`src/rtl/spi_slave_pkg.sv`:
```
// Shared types and defaults for the SPI slave register command sequencer.
package spi_slave_pkg;

    localparam int         ADDR_W_DEF      = 7;
    localparam int         CMD_RD_BIT      = 7;
    localparam logic [7:0] STATUS_BYTE_DEF = 8'hA5;

    typedef enum logic [2:0] {
        ST_IDLE,
        ST_CMD,
        ST_WR_DATA,
        ST_RD_FETCH,
        ST_RD_WAIT,
        ST_RD_DATA,
        ST_DRAIN
    } state_e;

    function automatic logic [7:0] sat_inc8(input logic [7:0] v);
        return (v == 8'hFF) ? v : v + 8'd1;
    endfunction

endpackage

```
`src/rtl/spi_addr_ctr.sv`:
```
// Loadable register-bus address counter; increments wrap modulo 2^ADDR_W.
module spi_addr_ctr #(
    parameter int ADDR_W = 7
) (
    input  logic              sys_clk,
    input  logic              rst,
    input  logic              load_i,
    input  logic [ADDR_W-1:0] load_val_i,
    input  logic              inc_i,
    output logic [ADDR_W-1:0] addr_o
);

    localparam logic [ADDR_W-1:0] ONE = 1;

    logic [ADDR_W-1:0] addr_q;
    logic [ADDR_W-1:0] addr_d;

    always_comb begin
        addr_d = addr_q;
        if (load_i) begin
            addr_d = load_val_i;
        end else if (inc_i) begin
            addr_d = addr_q + ONE;
        end
    end

    always_ff @(posedge sys_clk or posedge rst) begin
        if (rst) begin
            addr_q <= '0;
        end else begin
            addr_q <= addr_d;
        end
    end

    assign addr_o = addr_q;

endmodule

```
`src/rtl/spi_slave_reg_ctrl.sv`:
```
// Turns each CS_N frame of SPI bytes into register-bus write/read bursts and
// supplies the next MISO byte plus frame/overrun status.
module spi_slave_reg_ctrl
    import spi_slave_pkg::*;
#(
    parameter int         ADDR_W      = ADDR_W_DEF,
    parameter int         RD_LAT      = 1,
    parameter logic [7:0] STATUS_BYTE = STATUS_BYTE_DEF
) (
    input  logic              sys_clk,
    input  logic              rst,
    input  logic              frame_start,
    input  logic              frame_end,
    input  logic [7:0]        rx_byte,
    input  logic              rx_valid,
    output logic [7:0]        tx_byte,
    output logic [ADDR_W-1:0] bus_addr,
    output logic [7:0]        bus_wdata,
    output logic              bus_we,
    output logic              bus_re,
    input  logic [7:0]        bus_rdata,
    output logic              busy,
    output logic              ovr_err,
    output logic [7:0]        byte_cnt
);

    localparam logic [1:0] LAT_LAST = 2'(RD_LAT - 1);

    state_e     state_q,    state_d;
    logic [7:0] tx_byte_q,  tx_byte_d;
    logic [7:0] wdata_q,    wdata_d;
    logic       we_q,       we_d;
    logic       re_q,       re_d;
    logic       busy_q,     busy_d;
    logic       ovr_err_q,  ovr_err_d;
    logic [7:0] byte_cnt_q, byte_cnt_d;
    logic [1:0] lat_cnt_q,  lat_cnt_d;
    logic       addr_load;
    logic       addr_inc;

    spi_addr_ctr #(
        .ADDR_W(ADDR_W)
    ) u_addr_ctr (
        .sys_clk   (sys_clk),
        .rst       (rst),
        .load_i    (addr_load),
        .load_val_i(rx_byte[ADDR_W-1:0]),
        .inc_i     (addr_inc),
        .addr_o    (bus_addr)
    );

    always_comb begin
        state_d    = state_q;
        tx_byte_d  = tx_byte_q;
        wdata_d    = wdata_q;
        we_d       = 1'b0;
        busy_d     = busy_q;
        ovr_err_d  = ovr_err_q;
        byte_cnt_d = byte_cnt_q;
        lat_cnt_d  = lat_cnt_q;
        addr_load  = 1'b0;
        // The address advances in the cycle after each write strobe.
        addr_inc   = we_q;

        if (busy_q && rx_valid) begin
            byte_cnt_d = sat_inc8(byte_cnt_q);
        end

        case (state_q)
            ST_IDLE: ;
            ST_CMD: begin
                if (rx_valid) begin
                    addr_load = 1'b1;
                    state_d   = rx_byte[CMD_RD_BIT] ? ST_RD_FETCH : ST_WR_DATA;
                end
            end
            ST_WR_DATA: begin
                if (rx_valid) begin
                    wdata_d = rx_byte;
                    we_d    = 1'b1;
                end
            end
            ST_RD_FETCH: begin
                lat_cnt_d = '0;
                if (rx_valid) begin
                    ovr_err_d = 1'b1;
                    state_d   = ST_DRAIN;
                end else begin
                    state_d = ST_RD_WAIT;
                end
            end
            ST_RD_WAIT: begin
                if (rx_valid) begin
                    ovr_err_d = 1'b1;
                    state_d   = ST_DRAIN;
                end else if (lat_cnt_q == LAT_LAST) begin
                    tx_byte_d = bus_rdata;
                    addr_inc  = 1'b1;
                    lat_cnt_d = '0;
                    state_d   = ST_RD_DATA;
                end else begin
                    lat_cnt_d = lat_cnt_q + 2'd1;
                end
            end
            ST_RD_DATA: begin
                if (rx_valid) begin
                    state_d = ST_RD_FETCH;
                end
            end
            ST_DRAIN: ;
            default: state_d = ST_IDLE;
        endcase

        // A coincident byte has been handled above; the frame still closes.
        if (frame_end && (state_q != ST_IDLE)) begin
            state_d   = ST_IDLE;
            busy_d    = 1'b0;
            tx_byte_d = tx_byte_q;
            addr_inc  = we_q;
        end

        // A new frame overrides everything; a missed frame_end marks an abort.
        if (frame_start) begin
            state_d    = ST_CMD;
            tx_byte_d  = STATUS_BYTE;
            busy_d     = 1'b1;
            byte_cnt_d = '0;
            ovr_err_d  = (state_q != ST_IDLE);
            lat_cnt_d  = '0;
            we_d       = 1'b0;
            addr_load  = 1'b0;
            addr_inc   = we_q;
        end

        re_d = (state_d == ST_RD_FETCH);
    end

    always_ff @(posedge sys_clk or posedge rst) begin
        if (rst) begin
            state_q    <= ST_IDLE;
            tx_byte_q  <= '0;
            wdata_q    <= '0;
            we_q       <= 1'b0;
            re_q       <= 1'b0;
            busy_q     <= 1'b0;
            ovr_err_q  <= 1'b0;
            byte_cnt_q <= '0;
            lat_cnt_q  <= '0;
        end else begin
            state_q    <= state_d;
            tx_byte_q  <= tx_byte_d;
            wdata_q    <= wdata_d;
            we_q       <= we_d;
            re_q       <= re_d;
            busy_q     <= busy_d;
            ovr_err_q  <= ovr_err_d;
            byte_cnt_q <= byte_cnt_d;
            lat_cnt_q  <= lat_cnt_d;
        end
    end

    assign tx_byte   = tx_byte_q;
    assign bus_wdata = wdata_q;
    assign bus_we    = we_q;
    assign bus_re    = re_q;
    assign busy      = busy_q;
    assign ovr_err   = ovr_err_q;
    assign byte_cnt  = byte_cnt_q;

endmodule
```
`config.mk`:
```
export PLATFORM = sky130hd
export DESIGN_NAME = spi_slave_reg_ctrl
export DESIGN_NICKNAME = d
export VERILOG_FILES = /design/src/rtl/spi_slave_pkg.sv /design/src/rtl/spi_addr_ctr.sv /design/src/rtl/spi_slave_reg_ctrl.sv
export SDC_FILE = /design/constraint.sdc
export NUM_CORES = 1
export LEC_CHECK = 0
export ABC_AREA = 1
export CAP_MARGIN = 5
export CELL_PAD_IN_SITES_DETAIL_PLACEMENT = 2
export CELL_PAD_IN_SITES_GLOBAL_PLACEMENT = 2
export CORE_UTILIZATION = 24
export CTS_CLUSTER_DIAMETER = 150
export DETAILED_ROUTE_END_ITERATION = 8
export GPL_TIMING_DRIVEN = 1
export PLACE_DENSITY = 0.77
export SETUP_SLACK_MARGIN = 0.1
export SYNTH_ARGS = -nofsm -noshare
export SYNTH_HDL_FRONTEND = slang
export SYNTH_SLANG_ARGS = --single-unit
```
`constraint.sdc`:
```
create_clock -name sys_clk -period 1.4 [get_ports sys_clk]
set_clock_uncertainty 0.1 [all_clocks]
set_input_delay 0.28 -clock sys_clk [delete_from_list [all_inputs] [get_ports sys_clk]]
set_output_delay 0.28 -clock sys_clk [all_outputs]
set_load 0.05 [all_outputs]
```
Word level (Yosys, flattened, before mapping):

Cells that the tools add are included.
Widths: inputs -> output; s select.

* output and inout port bits: 35
* input port bits: 21
* register bits after elaboration: 40
* word-level logic and storage cells: 83

* reductions and logical operators: 20
* add/subtract/negate cells: 3
* eq/ne operators: 12
* mux-type cells: 38

Operators with widths (number)
* $mux 8: 8
* $mux 3: 6
* $mux 1: 16
* $pmux 3 s5: 1
* $mux 7: 2
* $reduce_bool 2->1: 7
* $eq 3x2->1 const B: 3
* $eq 3x3->1 const B: 3
* $add 8x1->8 const B: 1
* $eq 8x8->1 const B: 1
* $mux 2: 4
* $reduce_and 2->1: 4
* $add 7x1->7 const B: 1
* $ne 2x2->1 const B: 3
* $reduce_bool 3->1: 2
* $pmux 2 s2: 1
* $reduce_and 4->1: 1
* $eq 3x1->1 const B: 1
* $logic_not 3->1: 1
* $ne 3x3->1 const B: 1
* $reduce_or 3->1: 1
* $add 2x1->2 const B: 1
* $logic_and 1x1->1: 2
* $logic_not 2->1: 1
* $reduce_or 2->1: 1

Logic depth before layout (Yosys ltp):

Gate-level depths: netlist of the first run.

* word-level depth: 8
* depth in mapped cells: 8
* mapped depth without buffers: 8

By module:

A second synthesis of the first run with hierarchy kept.

* cells, all modules: 261
* area, all modules: 2127.0 um^2

By module, submodules not included
* spi_slave_reg_ctrl: sequential area each 825.8 um^2, instances 1, cells each 207, area each 1689.1 um^2
* spi_addr_ctr: sequential area each 175.2 um^2, instances 1, cells each 54, area each 437.9 um^2

Least setup slack after synthesis of the first run:

OpenSTA, ideal clock, no wires.

* kind: register to register
* start: reg byte_cnt_q[0] (netlist: byte_cnt[0])
* end: reg byte_cnt_q[7] (netlist: byte_cnt[7])
* data arrival time: 1.428 ns
* data required time: 1.170 ns
* buffers on the path: 0
* stages on the path, launching flop included: 7
* clock period less this slack: 1.658 ns
* setup slack: -0.258 ns
* setup time: 0.130 ns
* cell sequence: dfrtp_1 ha_1 nand2_1 inv_1 nand4_1 nand2_1 o21ai_0

* cells in the longest elaborated chain, start to end: 4
* elaborated cells on any way between the ends: 7
* those cells by class: 1 x add/sub; 2 x eq/ne; 3 x mux; 1 x reduce/logical

RTL lines
* start: declaration: line spi_slave_reg_ctrl.sv:36 `logic [7:0] byte_cnt_q, byte_cnt_d;`
* start signal: assignment: line spi_slave_reg_ctrl.sv:157 `byte_cnt_q <= byte_cnt_d;`
* $add 8x1->8: line spi_slave_pkg.sv:19 `return (v == 8'hFF) ? v : v + 8'd1;`
* $mux 8: line spi_slave_pkg.sv:19
* $mux 8: line spi_slave_reg_ctrl.sv:65 `if (busy_q && rx_valid) begin`
* $mux 8: line spi_slave_reg_ctrl.sv:123 `if (frame_start) begin`

Several ways; a longest one is shown, not always the timed one. The select of a mux whose other input is x is not followed.
A chain may end at the register's enable or synchronous reset.

Worst setup path after layout of the first run:

* start: reg state_q[1]
* end: reg u_addr_ctr.addr_q[0] (netlist: u_addr_ctr.addr_o[0])

* cells in the longest elaborated chain, start to end: 5
* elaborated cells on any way between the ends: 11
* those cells by class: 2 x eq/ne; 6 x mux; 3 x reduce/logical

RTL lines
* start: declaration: line spi_slave_reg_ctrl.sv:29 `state_e state_q, state_d;`
* start signal: assignment: line spi_slave_reg_ctrl.sv:150 `state_q <= state_d;`
* $eq 3x3->1 or $reduce_bool 3->1 (tied branches): line spi_slave_reg_ctrl.sv:69, spi_slave_reg_ctrl.sv:115
* $mux 1 or $logic_and 1x1->1 (tied branches): line spi_slave_reg_ctrl.sv:69, spi_slave_reg_ctrl.sv:115
* $mux 1: line spi_slave_reg_ctrl.sv:115 `if (frame_end && (state_q != ST_IDLE)) begin`
* $mux 1: line spi_slave_reg_ctrl.sv:123
* $reduce_bool 2->1 (no line)
* end signal: assignment: line spi_addr_ctr.sv:31 `addr_q <= addr_d;`
* end: declaration: line spi_addr_ctr.sv:15 `logic [ADDR_W-1:0] addr_q;`

Several ways; a longest one is shown, not always the timed one.

==> report_table.html, run 1 <==
<table>
<tr><th>Metric</th><th>Value</th></tr>
<tr><th colspan="2">Status</th></tr>
<tr><td>Outcome</td><td>finished, violations left</td></tr>
<tr><td>Violations in the final reports</td><td>negative setup slack</td></tr>
<tr><th colspan="2">Setup path</th></tr>
<tr><td>Worst R2R End</td><td>u_addr_ctr.addr_o[0]</td></tr>
<tr><td>Start-to-end type of the worst setup path</td><td>reg -&gt; reg</td></tr>
<tr><td>Critical path startpoint</td><td>state_q[1]</td></tr>
<tr><td>Worst setup slack for register-to-register paths</td><td>-170 ps</td></tr>
<tr><td>Depth of the worst register-to-register path</td><td>7</td></tr>
<tr><td>Required time of the worst setup path</td><td>between 1500 and 2000 ps</td></tr>
<tr><td>Setup crit end kind</td><td>flip-flop</td></tr>
<tr><td>Worst flop-to-flop path startpoint</td><td>state_q[1]</td></tr>
<tr><td>Longest individual stage delay on the worst path</td><td>roughly 480 ps</td></tr>
<tr><td>Arr. time, crit path</td><td>1690 ps</td></tr>
<tr><td>Critical path, cell by cell</td><td>nor2_4, nand2_4, nor2_8, nand3_4, nand2_8, nand2_2, o21ai_1</td></tr>
<tr><td>Critical path peak fanout</td><td>8</td></tr>
<tr><td>CP max-delay cell</td><td>dfrtp_2</td></tr>
<tr><td>Startpoint kind of the worst setup timing path</td><td>flip-flop</td></tr>
<tr><th colspan="2">Power</th></tr>
<tr><td>P_int</td><td>about 0.0032 W</td></tr>
<tr><td>Static leakage</td><td>1.92 nW</td></tr>
<tr><td>Combinational share of power</td><td>51.1%</td></tr>
<tr><td>Net Switching</td><td>0.00238 W</td></tr>
<tr><td>Clock network power share</td><td>17.8%</td></tr>
<tr><td>Worst vdd ir</td><td>0.000788 V</td></tr>
<tr><td>Power density over the cells</td><td>around 1400 nW/um^2</td></tr>
<tr><td>Sw Ratio</td><td>42.4%</td></tr>
<tr><td>Relative contribution of sequential cells to total power</td><td>31.2%</td></tr>
<tr><th colspan="2">Global route</th></tr>
<tr><td>Initial antenna violation count</td><td>0</td></tr>
<tr><td>Via count of the first global-routing pass</td><td>2651</td></tr>
<tr><td>Pin count of the biggest net entering global routing</td><td>slightly above 40</td></tr>
<tr><td>Global route total overflow</td><td>0</td></tr>
<tr><td>Gr usage total</td><td>22.4%</td></tr>
<tr><td>Global-route wire length before repair</td><td>15.2 mm</td></tr>
<tr><th colspan="2">Timing</th></tr>
<tr><td>Fmax</td><td>637 MHz</td></tr>
<tr><td>Count of final max-slew check failures</td><td>0</td></tr>
<tr><td>Least-Margin Pin Slew</td><td>296 ps</td></tr>
<tr><td>Sum of negative setup slack</td><td>-2170 ps</td></tr>
<tr><td>Fin worst setup slack</td><td>-169 ps</td></tr>
<tr><td>RSZ-0062 raised after global routing</td><td>yes</td></tr>
<tr><td>Headroom to the max-slew limit</td><td>80.0%</td></tr>
<tr><td>Final hold viol count</td><td>0</td></tr>
<tr><td>Shortest period the worst path allows</td><td>approximately 1600 ps</td></tr>
<tr><td>Crit share post-route</td><td>112%</td></tr>
<tr><td>Worst hold margin</td><td>228 ps</td></tr>
<tr><td>Total of endpoints with negative setup slack in the final report</td><td>30</td></tr>
<tr><th colspan="2">Yosys</th></tr>
<tr><td>Gate count of the mapped netlist</td><td>280</td></tr>
<tr><td>Post-synth net total</td><td>305</td></tr>
<tr><td>Fraction of synthesized area in multiplexers</td><td>less than 1%</td></tr>
<tr><td>Share of the synthesized area in compound gates (AO/OA/AOI/OAI)</td><td>6.22%</td></tr>
<tr><td>Post-synthesis sequential area ratio</td><td>47.0%</td></tr>
<tr><td>Fraction of registers with async set/reset</td><td>100%</td></tr>
<tr><td>Yosys Warn Count</td><td>0</td></tr>
<tr><td>Number of enable-type register cells in the synthesized netlist</td><td>0</td></tr>
<tr><td>Post-Synthesis Cell Area</td><td>around 2100 um^2</td></tr>
<tr><td>Post-Synth Adder-Cell Area</td><td>2.35%</td></tr>
<tr><td>Leading cell types by count after synthesis</td><td>80 x nand2_1, 40 x dfrtp_1, 37 x inv_1, 35 x nand3_1, 35 x nor2_1</td></tr>
<tr><td>Unique masters post-synth</td><td>24</td></tr>
<tr><td>Main combinational cell family by area after synthesis</td><td>simple AND/OR/NAND/NOR gates</td></tr>
<tr><td>Post-synthesis register bit count</td><td>40</td></tr>
<tr><td>Share of the synthesized area in the top cell type</td><td>47.0%</td></tr>
<tr><td>Simple-Gate Fraction of Synth Area</td><td>36.0%</td></tr>
<tr><td>Synthesized-area fraction occupied by xor and xnor cells</td><td>0%</td></tr>
<tr><td>Synth Flop Type</td><td>dfrtp_1</td></tr>
<tr><td>Most frequent cell after synthesis</td><td>nand2_1</td></tr>
<tr><td>Synth Area per Inst</td><td>7.61 um^2</td></tr>
<tr><td>Leading area contributor after synthesis</td><td>dfrtp_1</td></tr>
<tr><td>Cell types with the largest area share after synthesis</td><td>dfrtp_1 47%, nand2_1 14%, nand3_1 8.2%, inv_1 6.5%, nor2_1 6.2%</td></tr>
<tr><th colspan="2">Final layout</th></tr>
<tr><td>Number of nets in the final layout</td><td>423</td></tr>
<tr><td>Antenna fix cells</td><td>0</td></tr>
<tr><td>Fraction of layout cells with a size suffix above 1</td><td>53.4%</td></tr>
<tr><td>Finished Core Util</td><td>47.6%</td></tr>
<tr><td>Area delta synth-&gt;final</td><td>94.0%</td></tr>
<tr><td>Final instance area</td><td>4130 um^2</td></tr>
<tr><td>Final standard cell count with taps included and fillers excluded</td><td>just over 500</td></tr>
<tr><th colspan="2">Route</th></tr>
<tr><td>Routed Wire Length</td><td>10.9 mm</td></tr>
<tr><td>Uppermost routed layer</td><td>met4</td></tr>
<tr><td>Post-route met1 wirelength</td><td>4.56 mm</td></tr>
<tr><td>Number of detailed-route iterations in the first pass</td><td>4</td></tr>
<tr><td>Average vias per placed instance</td><td>4.85</td></tr>
<tr><td>Post-detailed-route count of antenna-violating nets</td><td>0</td></tr>
<tr><td>Via count</td><td>roughly 2500</td></tr>
<tr><td>Length of routed met2 wiring</td><td>~5.8 mm</td></tr>
<tr><td>Wire length on met3</td><td>355 um</td></tr>
<tr><td>DRT iter0 DRCs</td><td>63</td></tr>
<tr><td>Detailed-route wire length per cell</td><td>between 20 and 25 um</td></tr>
<tr><td>Post-route DRC violation count</td><td>0</td></tr>
<tr><th colspan="2">Floorplan</th></tr>
<tr><td>Total core area</td><td>8680 um^2</td></tr>
<tr><td>Boundary pin count</td><td>56</td></tr>
<tr><td>Area of the die</td><td>9260 um^2</td></tr>
<tr><td>Initial core utilization</td><td>24.6%</td></tr>
<tr><td>Die Width</td><td>between 90 and 100 um</td></tr>
<tr><td>Die span in y</td><td>just under 100 um</td></tr>
<tr><td>Cell Rows</td><td>34</td></tr>
<tr><th colspan="2">Worst hold path</th></tr>
<tr><td>Hold crit path type</td><td>in -&gt; async</td></tr>
<tr><th colspan="2">Job</th></tr>
<tr><td>MaxCap Viol Count</td><td>0</td></tr>
<tr><th colspan="2">CTS</th></tr>
<tr><td>Num CTS Buffers</td><td>5</td></tr>
<tr><td>Clk root buf</td><td>clkbuf_8</td></tr>
<tr><td>Total number of H-tree levels</td><td>2</td></tr>
<tr><td>Post-CTS Hold Fix Bufs</td><td>0</td></tr>
<tr><td>Clock tree from TritonCTS</td><td>yes</td></tr>
<tr><td>Number of buffers between clock root and the deepest sink</td><td>2</td></tr>
<tr><td>Number of clock sinks seen by CTS</td><td>40</td></tr>
<tr><td>Clock latency on the worst-skew pair</td><td>a little over 300 ps</td></tr>
<tr><td>Clock-pin slew of the registers on the worst-case setup and hold paths</td><td>90 ps</td></tr>
<tr><th colspan="2">Placement</th></tr>
<tr><td>Post-Place Cells</td><td>~460</td></tr>
<tr><td>Routability congestion estimate from global placement</td><td>~0.8</td></tr>
<tr><td>Final HPWL from detailed placement</td><td>between 5 and 6 mm</td></tr>
<tr><td>Cell area after placement</td><td>around 3400 um^2</td></tr>
<tr><td>Count of input and output buffers</td><td>55</td></tr>
</table>
## cell type report
type,instances,area (um^2)
clock buffer,5,68.8
clock inverter,3,42.5
fill,923,4550
inverter,38,159
multi-input combinational,199,1300
sequential,40,1030
tap,108,135
timing repair buffer,114,1400
## kinds of logic after synthesis
| kind of cell | Yosys count |
|---|---|
| multiplexers | 1 |
| buffers and inverters | 42 |
| AND/OR/NAND/NOR | 167 |
| AO/OA/AOI/OAI | 26 |
| flip-flops | 40 |
| adder cells (fa/ha/maj) | 4 |
## flip-flops by register name, indices dropped and copies added, names as in the netlist
register and flops:
bus_re 1, bus_we 1, byte_cnt 8, state_q 3, ovr_err 1, bus_wdata 8, u_addr_ctr.addr_o 7, busy 1
tx_byte 8, lat_cnt_q 2
## power groups by stage
stage | Combinational (W) | Clock, W | Sequential [W]
floorplan | 0.000534 | 0 | 0.00229
global placement | 0.00232 | 0 | 0.00173
detailed placement | 0.00239 | 0 | 0.00174
CTS | 0.00256 | 0.000984 | 0.00172
global route | 0.00300 | 0.00104 | 0.00178
finish | 0.00286 | 0.000997 | 0.00175
## through the flow
| step | setup WS [ps] | power, W |
|---|---|---|
| 6_report | -169 | 0.00561 |
| 5_1_grt | -232 | 0.00582 |
| 4_1_cts | -94.0 | 0.00526 |
| 3_5_place_dp | -424 | 0.00413 |
| 3_3_place_gp | -345 | 0.00405 |
| 2_1_floorplan | 3.74 | 0.00283 |
## metal layers
layer  up-vias  GRT usage, %
li1       1120             -
met2        56          41.5
met3        21          2.53
met5         -             0
met4         0          4.23
met1      1260          27.9
## cells in the final DEF, fill, tap and decap left out, types with 2 or more instances in the layout
cell	instances
nor2_4	7
nand3_2	7
dfrtp_2	20
nand3_4	4
buf_4	45
inv_2	8
clkinvlp_4	2
nand3_1	27
nand2_1	51
buf_6	13
inv_1	25
o21ai_0	5
o21ai_1	7
nand2_4	10
a21oi_2	2
dfrtp_1	20
o21ai_2	10
ha_4	3
clkdlybuf4s50_1	18
nor2_1	25
clkbuf_8	5
inv_4	3
nor2_2	8
buf_12	36
nand2_2	22
nand4_1	3
## critical path: cells and delay by family (launching register included)
| family | cells | cell delay (ps) |
|---|---|---|
| and+or+nand+nor | 6 | 780 |
| DFF | 1 | 480 |
| AOI/OAI and AO/OA | 1 | 110 |
## worst max-delay path by stage
| stage | cells after the start | end | slack [ps] |
|---|---|---|---|
| floorplan | 8 | byte_cnt[5] | 4 |
| global placement | 8 | u_addr_ctr.addr_o[6] | -340 |
| detailed placement | 6 | byte_cnt[1] | -420 |
| CTS | 7 | u_addr_ctr.addr_o[4] | -90 |
| global route | 7 | u_addr_ctr.addr_o[5] | -230 |
| finish | 7 | u_addr_ctr.addr_o[0] | -170 |
## timing repair
action	in CTS	in global routing
gates resized for setup	65	55
pin swaps	19	25
buffers inserted	18	19
endpoints found under the setup margin	50	60
gates cloned	1	0
Power figures use the tool's default switching activity.
==> run 2, diff against run 1 <==
--- a/config.mk
+++ b/config.mk
@@ -13,6 +13,7 @@
 export CTS_CLUSTER_DIAMETER = 150
 export DETAILED_ROUTE_END_ITERATION = 8
 export GPL_TIMING_DRIVEN = 1
+export HOLD_SLACK_MARGIN = 0.08
 export PLACE_DENSITY = 0.77
 export SETUP_SLACK_MARGIN = 0.1
 export SYNTH_ARGS = -nofsm -noshare
==> results of run 2 <==
Same layout as run 1: the final DEF is identical, and so are final timing and power.
==> run 3, diff against run 2 <==
--- a/config.mk
+++ b/config.mk
@@ -12,7 +12,6 @@
 export CORE_UTILIZATION = 24
 export CTS_CLUSTER_DIAMETER = 150
 export DETAILED_ROUTE_END_ITERATION = 8
-export GPL_TIMING_DRIVEN = 1
 export HOLD_SLACK_MARGIN = 0.08
 export PLACE_DENSITY = 0.77
 export SETUP_SLACK_MARGIN = 0.1
==> results of run 3 <==
Same layout as run 1: the final DEF is identical, and so are final timing and power.
